===== config.mk =====
export PLATFORM = sky130hd
export DESIGN_NAME = fir_sample_sequencer_flat
export DESIGN_NICKNAME = d
export VERILOG_FILES = /design/src/rtl/fir_sample_sequencer_pkg.sv /design/src/rtl/fir_sample_sequencer_if.sv /design/src/rtl/fir_sample_sequencer_mem.sv /design/src/rtl/fir_sample_sequencer.sv /design/src/flat_wrapper.sv
export SDC_FILE = /design/constraint.sdc
export NUM_CORES = 1
export LEC_CHECK = 0
export CAP_MARGIN = 0
export CORE_MARGIN = 2
export CORE_UTILIZATION = 63
export DETAILED_ROUTE_END_ITERATION = 8
export GPL_ROUTABILITY_DRIVEN = 0
export PLACE_DENSITY = 0.84
export SLEW_MARGIN = 20
export SYNTH_ARGS = -nofsm -noshare
export SYNTH_HDL_FRONTEND = slang
export SYNTH_SLANG_ARGS = --single-unit

===== constraint.sdc =====
create_clock -name clk -period 4.5 [get_ports clk]
set_input_delay 1.35 -clock clk [delete_from_list [all_inputs] [get_ports clk]]
set_output_delay 1.35 -clock clk [all_outputs]
set_load 0.02 [all_outputs]

===== src/rtl/fir_sample_sequencer_pkg.sv =====
// Shared types and default widths for the FIR sample sequencer.
// The FIR_SEQ_LOOP_EN macro (optional looping playback) is handled in the interface and top.
package fir_seq_pkg;

  localparam int FIR_X_W    = 8;
  localparam int DEF_DATA_W = FIR_X_W;
  localparam int DEF_DEPTH  = 16;
  localparam int DEF_ADDR_W = 4;
  localparam int DEF_GAP_W  = 8;

  typedef enum logic [1:0] {
    IDLE = 2'd0,
    EMIT = 2'd1,
    GAP  = 2'd2,
    DONE = 2'd3
  } seq_state_e;

endpackage


===== src/rtl/fir_sample_sequencer_if.sv =====
// Host/filter-facing bundle of the sample sequencer: table writes, playback control, sample stream.
// With FIR_SEQ_LOOP_EN defined an extra 'loop' control bit is carried.
interface fir_sample_sequencer_if
  import fir_seq_pkg::*;
#(
  parameter int DATA_W = DEF_DATA_W,
  parameter int ADDR_W = DEF_ADDR_W,
  parameter int GAP_W  = DEF_GAP_W
) ();

  logic                     wr_en;
  logic [ADDR_W-1:0]        wr_addr;
  logic signed [DATA_W-1:0] wr_data;
  logic                     start;
  logic                     abort;
  logic [ADDR_W:0]          len;
  logic [GAP_W-1:0]         gap;
`ifdef FIR_SEQ_LOOP_EN
  logic                     loop;
`endif
  logic signed [DATA_W-1:0] x_out;
  logic                     x_valid;
  logic                     busy;
  logic                     done;

`ifdef FIR_SEQ_LOOP_EN
  modport master (
    output wr_en, wr_addr, wr_data, start, abort, len, gap, loop,
    input  x_out, x_valid, busy, done
  );
  modport slave (
    input  wr_en, wr_addr, wr_data, start, abort, len, gap, loop,
    output x_out, x_valid, busy, done
  );
`else
  modport master (
    output wr_en, wr_addr, wr_data, start, abort, len, gap,
    input  x_out, x_valid, busy, done
  );
  modport slave (
    input  wr_en, wr_addr, wr_data, start, abort, len, gap,
    output x_out, x_valid, busy, done
  );
`endif

endinterface


===== src/rtl/fir_sample_sequencer_mem.sv =====
// Sample table: one synchronous write port (blocked while playing), one asynchronous read port.
module fir_seq_mem
  import fir_seq_pkg::*;
#(
  parameter int DATA_W = DEF_DATA_W,
  parameter int DEPTH  = DEF_DEPTH,
  parameter int ADDR_W = DEF_ADDR_W
) (
  input  logic                     clk,
  input  logic                     i_wr_en,
  input  logic                     i_busy,
  input  logic [ADDR_W-1:0]        i_wr_addr,
  input  logic signed [DATA_W-1:0] i_wr_data,
  input  logic [ADDR_W-1:0]        i_rd_addr,
  output logic signed [DATA_W-1:0] o_rd_data
);

  logic signed [DATA_W-1:0] r_mem [DEPTH];

  always_ff @(posedge clk) begin
    if (i_wr_en && !i_busy) begin
      r_mem[i_wr_addr] <= i_wr_data;
    end
  end

  assign o_rd_data = r_mem[i_rd_addr];

endmodule


===== src/rtl/fir_sample_sequencer.sv =====
// Replays a preloaded sample table into the FIR x_in port with programmable zero gaps.
// Defining FIR_SEQ_LOOP_EN adds a 'loop' control that repeats the table until abort/rst.
module fir_sample_sequencer
  import fir_seq_pkg::*;
#(
  parameter int DATA_W = DEF_DATA_W,
  parameter int DEPTH  = DEF_DEPTH,
  parameter int ADDR_W = DEF_ADDR_W,
  parameter int GAP_W  = DEF_GAP_W
) (
  input logic                  clk,
  input logic                  rst,
  fir_sample_sequencer_if.slave bus
);

  localparam logic [ADDR_W:0]  DEPTH_L = (ADDR_W+1)'(DEPTH);
  localparam logic [ADDR_W:0]  IDX_ONE = (ADDR_W+1)'(1);
  localparam logic [GAP_W-1:0] GAP_ONE = GAP_W'(1);

  seq_state_e               r_state;
  logic [ADDR_W:0]          r_idx;
  logic [ADDR_W:0]          r_len;
  logic [GAP_W-1:0]         r_gap;
  logic [GAP_W-1:0]         r_gap_cnt;
  logic signed [DATA_W-1:0] r_x_out;
  logic                     r_x_valid;
  logic                     r_busy;
  logic                     r_done;

  logic [ADDR_W:0]          w_len;
  logic                     w_last;
  logic                     w_loop;
  logic signed [DATA_W-1:0] w_rd_data;

  assign w_len  = (bus.len > DEPTH_L) ? DEPTH_L : bus.len;
  assign w_last = (r_idx == (r_len - IDX_ONE));

`ifdef FIR_SEQ_LOOP_EN
  logic r_loop;

  always_ff @(posedge clk) begin
    if (rst) begin
      r_loop <= 1'b0;
    end else if (r_state == IDLE && bus.start && !bus.abort) begin
      r_loop <= bus.loop;
    end
  end

  assign w_loop = r_loop;
`else
  assign w_loop = 1'b0;
`endif

  fir_seq_mem #(
    .DATA_W (DATA_W),
    .DEPTH  (DEPTH),
    .ADDR_W (ADDR_W)
  ) u_mem (
    .clk       (clk),
    .i_wr_en   (bus.wr_en),
    .i_busy    (r_busy),
    .i_wr_addr (bus.wr_addr),
    .i_wr_data (bus.wr_data),
    .i_rd_addr (r_idx[ADDR_W-1:0]),
    .o_rd_data (w_rd_data)
  );

  // idx always advances past an emitted sample, so in GAP idx==len means the last one went out
  always_ff @(posedge clk) begin
    if (rst) begin
      r_state   <= IDLE;
      r_idx     <= '0;
      r_len     <= '0;
      r_gap     <= '0;
      r_gap_cnt <= '0;
      r_x_out   <= '0;
      r_x_valid <= 1'b0;
      r_busy    <= 1'b0;
      r_done    <= 1'b0;
    end else if (bus.abort) begin
      r_state   <= IDLE;
      r_x_out   <= '0;
      r_x_valid <= 1'b0;
      r_busy    <= 1'b0;
      r_done    <= 1'b0;
    end else begin
      r_x_out   <= '0;
      r_x_valid <= 1'b0;
      r_done    <= 1'b0;
      case (r_state)
        IDLE: begin
          if (bus.start) begin
            r_len <= w_len;
            r_gap <= bus.gap;
            r_idx <= '0;
            if (w_len == '0) begin
              r_state <= DONE;
            end else begin
              r_state <= EMIT;
              r_busy  <= 1'b1;
            end
          end
        end
        EMIT: begin
          r_x_out   <= w_rd_data;
          r_x_valid <= 1'b1;
          r_idx     <= r_idx + IDX_ONE;
          if (r_gap != '0) begin
            r_state   <= GAP;
            r_gap_cnt <= r_gap;
          end else if (w_last) begin
            if (w_loop) begin
              r_idx <= '0;
            end else begin
              r_state <= DONE;
              r_busy  <= 1'b0;
            end
          end
        end
        GAP: begin
          if (r_gap_cnt <= GAP_ONE) begin
            if (r_idx != r_len) begin
              r_state <= EMIT;
            end else if (w_loop) begin
              r_idx   <= '0;
              r_state <= EMIT;
            end else begin
              r_state <= DONE;
              r_busy  <= 1'b0;
            end
          end else begin
            r_gap_cnt <= r_gap_cnt - GAP_ONE;
          end
        end
        DONE: begin
          r_done  <= 1'b1;
          r_state <= IDLE;
        end
        default: begin
          r_state <= IDLE;
          r_busy  <= 1'b0;
        end
      endcase
    end
  end

  assign bus.x_out   = r_x_out;
  assign bus.x_valid = r_x_valid;
  assign bus.busy    = r_busy;
  assign bus.done    = r_done;

endmodule


===== src/flat_wrapper.sv =====
// flat-port wrapper written by rule: the top's interface ports become plain ports
module fir_sample_sequencer_flat import fir_seq_pkg::*;
#(
  parameter int DATA_W = DEF_DATA_W,
  parameter int DEPTH  = DEF_DEPTH,
  parameter int ADDR_W = DEF_ADDR_W,
  parameter int GAP_W  = DEF_GAP_W
)
  (clk, rst, bus_wr_en, bus_wr_addr, bus_wr_data, bus_start, bus_abort, bus_len, bus_gap, bus_x_out, bus_x_valid, bus_busy, bus_done);
  fir_sample_sequencer_if #(.DATA_W(DATA_W), .ADDR_W(ADDR_W), .GAP_W(GAP_W)) bus_i ();
  input logic clk;
  input logic rst;
  input wire logic [$bits(bus_i.wr_en)-1:0] bus_wr_en;
  input wire logic [$bits(bus_i.wr_addr)-1:0] bus_wr_addr;
  input wire logic [$bits(bus_i.wr_data)-1:0] bus_wr_data;
  input wire logic [$bits(bus_i.start)-1:0] bus_start;
  input wire logic [$bits(bus_i.abort)-1:0] bus_abort;
  input wire logic [$bits(bus_i.len)-1:0] bus_len;
  input wire logic [$bits(bus_i.gap)-1:0] bus_gap;
  output wire logic [$bits(bus_i.x_out)-1:0] bus_x_out;
  output wire logic [$bits(bus_i.x_valid)-1:0] bus_x_valid;
  output wire logic [$bits(bus_i.busy)-1:0] bus_busy;
  output wire logic [$bits(bus_i.done)-1:0] bus_done;
  assign bus_i.wr_en = bus_wr_en;
  assign bus_i.wr_addr = bus_wr_addr;
  assign bus_i.wr_data = bus_wr_data;
  assign bus_i.start = bus_start;
  assign bus_i.abort = bus_abort;
  assign bus_i.len = bus_len;
  assign bus_i.gap = bus_gap;
  assign bus_x_out = bus_i.x_out;
  assign bus_x_valid = bus_i.x_valid;
  assign bus_busy = bus_i.busy;
  assign bus_done = bus_i.done;
  fir_sample_sequencer #(.DATA_W(DATA_W), .DEPTH(DEPTH), .ADDR_W(ADDR_W), .GAP_W(GAP_W)) u_core (.clk(clk), .rst(rst), .bus(bus_i));
endmodule

==> out/metrics.csv <==
metric,value,unit
power.leakage,2.60,nW
hold_violations,0,
cp_cell_sequence,clkdlybuf4s50_1,
synthAdderAreaFrac,1.46,%
yosysUniqueCellTypes,45,
cts-htree-levels,4,
rsz0062_at_grt,no,
die_area,11800,um2
ys_warn_count,0,
syn_avg_cell_area,15.6,um2
crit_arrival,1.64,ns
rows,38,
grt_remaining_overflow,0,
path_max_fanout,4,
nets,522,
finalMaxSlewViolations,0,
required,3.15,ns
post_cts_resized,0,
yosys_most_used_dff,edfxtp_1,
finalCritPeriodShare,66.5,%
grt_pass1_vias,4011,
cts-root-buf,clkbuf_8,
drt-pass1-iter-count,5,
synth_compound_area_share,4.68,%
synth_seq_cells,167,
cts-hold-fix-buffers,0,
die_y,108,um
async_reset_ff_share,0,%
antenna_left,0,
synth_edf_count,128,
area_growth,15.6,%
vias,3964,
synth-simple-area-share,9.20,%
most-common-layout-cells,"edfxtp_1 (128), mux4_2 (40), clkdlybuf4s50_1 (40), dfxtp_1 (38), nand2_1 (33)",
drive_gt1_share,16.9,%
final_common_cell,edfxtp_1,
maxCapViolCount,0,
slew_headroom,38.4,%
end_kind,output port,
syn-num-nets,477,
drc,0,
post_cts_buffers,0,
seq_area_frac_synth,67.3,%
vias_per_cell,6.22,
initial_utilization,63.9,%
syn_inst,439,
wirelength,13800,um
finClkSkew,0.0122,ns
drt_iter0_drc,358,
grt_pass1_wl,21700,um
cp-start-kind,flop,
path_class,flop to output port,
antennaDiodeCount,0,
grt_max_degree,37,
pre_cts_ws,1.13,ns
synth_xor_area_share,1.40,%
hpwl,8960,um
post-route-min-period,2.99,ns
setup_tns,0,ns
cts_buffer_depth,2,
numCtsBuffers,17,
cts_tree,built,
core-area,10700,um2
antenna_found_initial,0,
clock_latency,0.54,ns
crit_slowest_cell,clkdlybuf4s50_1,
crit_family,buffers and inverters,
synth_area,6870,um2
ios,41,
worstMarginPinSlew,0.925,ns
clkTransAtPathRegs,0.06,ns
muxShareOfSynthArea,13.8,%
finalSetupViolations,0,
die_x,108,um
max_stage_delay,0.65,ns
max_freq,334,MHz
worst_slack,1.51,ns
hold_path.class,flop to flop,
cts.sinks,167,
run_status,"finished, final reports clean",
max-vdd-ir-drop,0.000363,V
synth_top_family_by_area,multiplexers,
gr-usage-all-layers,26.1,%
worst-path-buf-inv,1,
wl_per_cell,21.7,um
port_buffers,40,
power_density,408,nW/um2
[worst register-to-register path, delay by kind of cell, from the launching register on]
| kind | cells | cell delay, ns |
|---|---|---|
| muxes | 2 | 1.03 |
| DFF | 1 | 0.94 |
| buffers and inverters | 1 | 0.38 |
| and+or+nand+nor | 1 | 0.16 |
[final cells by class]
class                      instances  area [um2]
sequential                       167        4630
timing repair buffer              47         453
tap                              140         175
fill                             639        2800
clock buffer                      21         439
clock inverter                    11         114
inverter                           9        33.8
multi-input combinational        242        2100
[state kept, by name, indices dropped and copies added (netlist names)]
register / cells
u_core.bus.busy: 1
u_core.bus.done: 1
u_core.bus.x_out: 8
u_core.bus.x_valid: 1
u_core.r_gap: 8
u_core.r_gap_cnt: 8
u_core.r_idx: 5
u_core.r_len: 5
u_core.r_state: 2
u_core.u_mem.r_mem: 128
[power breakdown]
group	internal (W)	leakage (nW)	switching [W]
logic	0.0000780	0.857	0.000102
clock network	0.000761	0.266	0.000597
registers	0.00168	1.47	0.0000175
[final timing paths]
| path | slack, ns | from | to | cells past startpoint |
|---|---|---|---|---|
| max | 1.51 | u_core.bus.busy | bus_busy | 1 |
| max reg2reg | 1.86 | u_core.r_idx[0] | u_core.bus.x_out[5] | 4 |
| min | 0.48 | u_core.r_len[4] | u_core.r_len[4] | 2 |
| min reg2reg | 0.48 | u_core.r_len[4] | u_core.r_len[4] | 2 |
[metal layers]
layer	share of wire, %	GRT usage (%)	wire length [um]
met1	40	33.1	5500
met2	52	43.8	7250
met3	5.1	4.70	700
met4	2.8	12.7	385
met5	0	0	0
[synthesized netlist by cell type (all sizes together), types with 5 or more instances]
library cell / number / area share (%)
edfxtp: 128 / 56
mux4: 40 / 13
dfxtp: 39 / 11
nand2: 33 / 1.8
nor2: 32 / 1.8
a21oi: 28 / 2.2
clkbuf: 14 / 0.77
nor2b: 12 / 1.1
o21ai: 11 / 0.80
nor3: 10 / 0.80
inv: 9 / 0.49
xor2: 9 / 1.1
ha: 8 / 1.5
buf: 7 / 0.82
a21o: 6 / 0.66
nand3b: 6 / 0.66
mux2i: 5 / 0.73
[cell families (layout without fill, tap and decap cells)]
| logic type | count (synthesis) | in the layout |
|---|---|---|
| and+or+nand+nor | 124 | 124 |
| AOI/OAI and AO/OA | 54 | 54 |
| muxes | 45 | 45 |
| xor gates and xnor gates | 11 | 11 |
| buffers and inverters | 30 | 88 |
| DFF | 167 | 167 |
| adders and majority gates | 8 | 8 |
[through the flow]
step	hold WS [ns]	utilization (%)	std cells	cell area, um2	total power, W
global route	0.483	73.9	637	7940	0.00333
CTS	0.473	73.9	637	7940	0.00326
detailed placement	0.463	68.8	605	7390	0.00191
floorplan	0.448	-	439	6870	0.00183
global placement	0.462	68.8	605	7390	0.00190
finish	0.482	73.9	637	7940	0.00324
Power figures use the tool's default switching activity.
==> patch 1: new RTL, config.mk and constraints unchanged <==
Encoding of `seq_state_e`: now one-hot (4 bits for 4 states).
--- a/src/rtl/fir_sample_sequencer_pkg.sv
+++ b/src/rtl/fir_sample_sequencer_pkg.sv
@@ -8,11 +8,11 @@
   localparam int DEF_ADDR_W = 4;
   localparam int DEF_GAP_W  = 8;
 
-  typedef enum logic [1:0] {
-    IDLE = 2'd0,
-    EMIT = 2'd1,
-    GAP  = 2'd2,
-    DONE = 2'd3
+  typedef enum logic [3:0] {
+    IDLE = 4'b0001,
+    EMIT = 4'b0010,
+    GAP  = 4'b0100,
+    DONE = 4'b1000
   } seq_state_e;
 
 endpackage
Check against the original RTL: no difference found for any inputs over 4 cycles, from zero or initial values and one cycle with rst high; so few cycles prove little.
==> patch 1 against the original RTL <==
  * Power up 2.9%
  * Via count up 6.5%
  * Critical endpoint unchanged
  * Synthesized area up 1.2%
  * Setup slack worse by 0.031 ns
  * Critical path type unchanged
  * Design area up 1.8%
  * First-iteration DRC count up 47%
  * Wire length up 8.9%
  * Sequential cell count up 2
==> patch 1: results (changes against the original RTL) <==
P_leak: 2.59 nW (-0.26%)
Final HPWL DP: 9.01 mm (+0.54%)
Worst R2R Setup Slack: 1.77 ns (-0.09 ns)
Area contributors post-synth: edfxtp_1 (55%), dfxtp_1 (12%), mux4_2 (10%), nor2_1 (2.1%), a21oi_1 (1.9%)
First-pass GRT wire length: 23.0 mm (+5.9%)
Synth Area in XOR/XNOR: 1.51% (+0.11 points)
R2R Path End: u_core.bus.x_out[1]
Layout net count: 535 (+2.5%)
Synthesized Nets: 492 (+3.1%)
Post-synthesis mux area share: 11.8% (-2.0 points)
DP Worst Slack: 1.17 ns (+0.0455 ns)
Total wire length: 15.1 mm (+8.9%)
Outcome: completed
Mapped Avg Cell Area: 15.2 µm² (-3.0%)
DP Cell Count: 622 (+2.8%)
Seq/Total Area, Yosys: 67.1% (-0.25 points)
Met1 global-route usage: 34.7% (+1.6 points)
Post-synth top cells: edfxtp_1 (128), dfxtp_1 (41), nor2_1 (38)
Relative slew margins: 44.5% (+6.2 points)
Largest net degree at the start of global routing: 36 (-2.7%)
Area after DPL: 7470 µm² (+1.1%)
Vias: 4221 (+6.5%)
Via density per instance: 6.45 (+3.7%)
Setup slack after layout: 1.47 ns (-0.0314 ns)
Met3 usage: 7.05% (+2.4 points)
WL met1: 5.75 mm (+4.6%)
Cell internal pwr: 2.66 mW (+5.3%)
Layout cells sized above 1: 15.8% (-1.1 points)
Maximum VDD drop: 0.349 mV (-3.8%)
Metal2 WL: 7.73 mm (+6.6%)
Post-synthesis compound-gate area fraction: 6.26% (+1.6 points)
Filler cells: 617 (-3.4%)
patch 1: how the worst max path moves through the flow:
stage	to	cells after the start	start
global route	bus_busy	1	u_core.bus.busy
floorplan	u_core.u_mem.r_mem[2][0]	3	bus_wr_en
global placement	u_core.u_mem.r_mem[6][4]	4	bus_wr_en
CTS	bus_busy	1	u_core.bus.busy
finish	bus_busy	1	u_core.bus.busy
detailed placement	u_core.u_mem.r_mem[4][1]	4	bus_wr_en
patch 1: worst min-delay path, stage by stage, from the launching register on:
cell	delay [ns]
dfxtp_1	0.33
nand2_1	0.06
a21oi_1	0.05
patch 1: cell type report:
cell class | count | area (µm²) | share of cell area (%)
Tap cell | 140 | 175 | 2.17
Sequential cell | 169 | 4670 | 57.7
Multi-Input combinational cell | 259 | 2150 | 26.6
Timing Repair Buffer | 48 | 460 | 5.69
Inverter | 6 | 22.5 | 0.279
Clock inverter | 14 | 196 | 2.43
Clock buffer | 18 | 418 | 5.17
==> patch 2: new RTL, same settings <==
Made on the original files. Change the package constant `DEF_GAP_W` from 8 to 12.
--- a/src/rtl/fir_sample_sequencer_pkg.sv
+++ b/src/rtl/fir_sample_sequencer_pkg.sv
@@ -6,7 +6,7 @@
   localparam int DEF_DATA_W = FIR_X_W;
   localparam int DEF_DEPTH  = 16;
   localparam int DEF_ADDR_W = 4;
-  localparam int DEF_GAP_W  = 8;
+  localparam int DEF_GAP_W  = 12;
 
   typedef enum logic [1:0] {
     IDLE = 2'd0,
Ports: changed (resized bus_gap); port bits go from 41 to 45. No check against the original RTL was run, so the function may have changed too.
==> patch 2 against the original RTL <==
  * Clock power rose by 4%
  * Sequential cell count rose by 8
  * Largest cell class unchanged
  * Count of clock-buffer cells in the layout shrank 1
  * Power up 3.3%
  * Wire length is 11% higher
  * Via count increased by 12%
  * Critical path type is now register to register
  * Largest power group unchanged
  * Synthesized area is 5.7% higher
  * Setup slack worse by 0.058 ns
  * Design area is 5.8% higher
==> patch 2: results (changes against the original RTL) <==
DP Cell Count: 668 (+10%)
Layout cells sized above 1: 15.3% (-1.6 points)
Total wire length: 15.3 mm (+11%)
Area after DPL: 7830 µm² (+6.0%)
PD cells: 398 nW/µm² (-2.4%)
DR pass1 iterations: 6 (+1)
Max Used Layer: met4
Via density per instance: 6.35 (+2.0%)
Seq/Total Area, Yosys: 65.9% (-1.4 points)
Total track usage: 26.1% (about the same)
Worst skew pair latency: 0.43 ns (-0.11 ns)
Maximum VDD drop: 0.441 mV (+21%)
# port buffers: 44 (+10%)
Synthesized Nets: 539 (+13%)
H-tree lvl count: 4 (unchanged)
Cells after Synth: 497 (+13%)
Met3 usage: 6.53% (+1.8 points)
DP Worst Slack: 1.16 ns (+0.0329 ns)
GR Util met2: 45.1% (+1.3 points)
Max Clock Skew: 0.00875 ns (-0.00350 ns)
Minimum clock period: 3.05 ns (+0.0583 ns)
Finished Layout Cells: 700 (+9.9%)
CTS Buffer Depth: 2 (unchanged)
CTS Root Cell: clkbuf_16
Vias in the first global route: 4496 (+12%)
Largest net degree at the start of global routing: 37 (unchanged)
Overall power: 3.35 mW (+3.3%)
Min-delay worst type: register to register
Reg clk slew, reported paths: 0.06 ns (about the same)
Power Clock: 1.42 mW (+4%)
Layout net count: 586 (+12%)
P_leak: 2.70 nW (+4.2%)
Relative slew margins: 30.8% (-7.5 points)
Outcome: completed
EDFF count, synth: 128 (unchanged)
Post-synth cell types: 49 (+8.9%)
Routed length on met3: 927 µm (+32%)
Final HPWL DP: 10.3 mm (+15%)
Metal2 WL: 8.05 mm (+11%)
WL met1: 6.05 mm (+10%)
CP Max Fanout: 24 (+20)
Met1 global-route usage: 33.0% (-0.15 points)
Sequential power share: 52.8% (+0.3 points)
Area contributors post-synth: edfxtp_1 (53%), dfxtp_1 (13%), mux4_2 (12%), a21oi_1 (2.4%), nand2_1 (2.3%)
Biggest regs: u_core.u_mem.r_mem: 128 flops, u_core.r_gap: 12 flops, u_core.r_gap_cnt: 12 flops
Ys Warns: 0 (unchanged)
First-pass GRT wire length: 24.2 mm (+12%)
Initial drt markers: 444 (+24%)
Hold_ws: 0.483 ns (+0.00116 ns)
Cells resized by post-CTS repair: 0 (unchanged)
Post-synth top cells: edfxtp_1 (128), dfxtp_1 (47), nand2_1 (44)
Crit path DAT: 3.35 ns (+1.71 ns)
Antenna violations before repair: 0 (unchanged)
Filler cells: 670 (+4.9%)
Final Hold Vio Count: 0 (unchanged)
NetSw: 732 µW (+2.2%)
[patch 2: cell count changes after synthesis, moves of 3 or more]
cell | unedited run | this run
nand2b_1 | 4 | 10
a21o_1 | 6 | 1
xor2_1 | 9 | 5
xnor2_1 | 2 | 5
dfxtp_1 | 39 | 47
nand2_1 | 33 | 44
a21oi_1 | 27 | 35
o21a_1 | 0 | 3
nor2_1 | 31 | 41
nor4_1 | 4 | 7
o21bai_1 | 0 | 3
nor3_1 | 9 | 15
[patch 2: path summary, 6_finish.rpt]
path	end	cells past startpoint	from
setup / recovery	u_core.r_gap_cnt[11]	7	u_core.r_state[0]
hold / removal	u_core.r_gap[9]	2	u_core.r_gap[9]
setup reg to reg	u_core.r_gap_cnt[11]	7	u_core.r_state[0]
hold reg to reg	u_core.r_gap[9]	2	u_core.r_gap[9]
[patch 2: layout make-up]
| type | instances | area share (%) |
|---|---|---|
| sequential | 175 | 56.9 |
| multi-input combinational | 289 | 27.8 |
| timing repair buffer | 52 | 5.96 |
| clock buffer | 20 | 5.31 |
| tap | 143 | 2.13 |
| clock inverter | 12 | 1.50 |
| inverter | 9 | 0.402 |
[patch 2: worst max-delay path: stages (launching register included)]
cell	delay (ns)
dfxtp_1	0.35
inv_1	0.11
ha_1	0.64
clkinv_1	0.73
o2111ai_4	0.72
o21ba_2	0.24
nor2_1	0.08
nor3_1	0.04
[patch 2: kinds of logic (layout without fill, tap and decap cells)]
logic type,count (synthesis),after routing,share of synthesized area (%)
AOI/OAI and AO/OA,65,65,5.53
buffers and inverters,33,93,1.98
and+or+nand+nor,162,162,11.0
xor gates and xnor gates,10,10,1.21
adders and majority gates,8,8,1.38
DFF,175,175,65.9
muxes,44,44,13.0
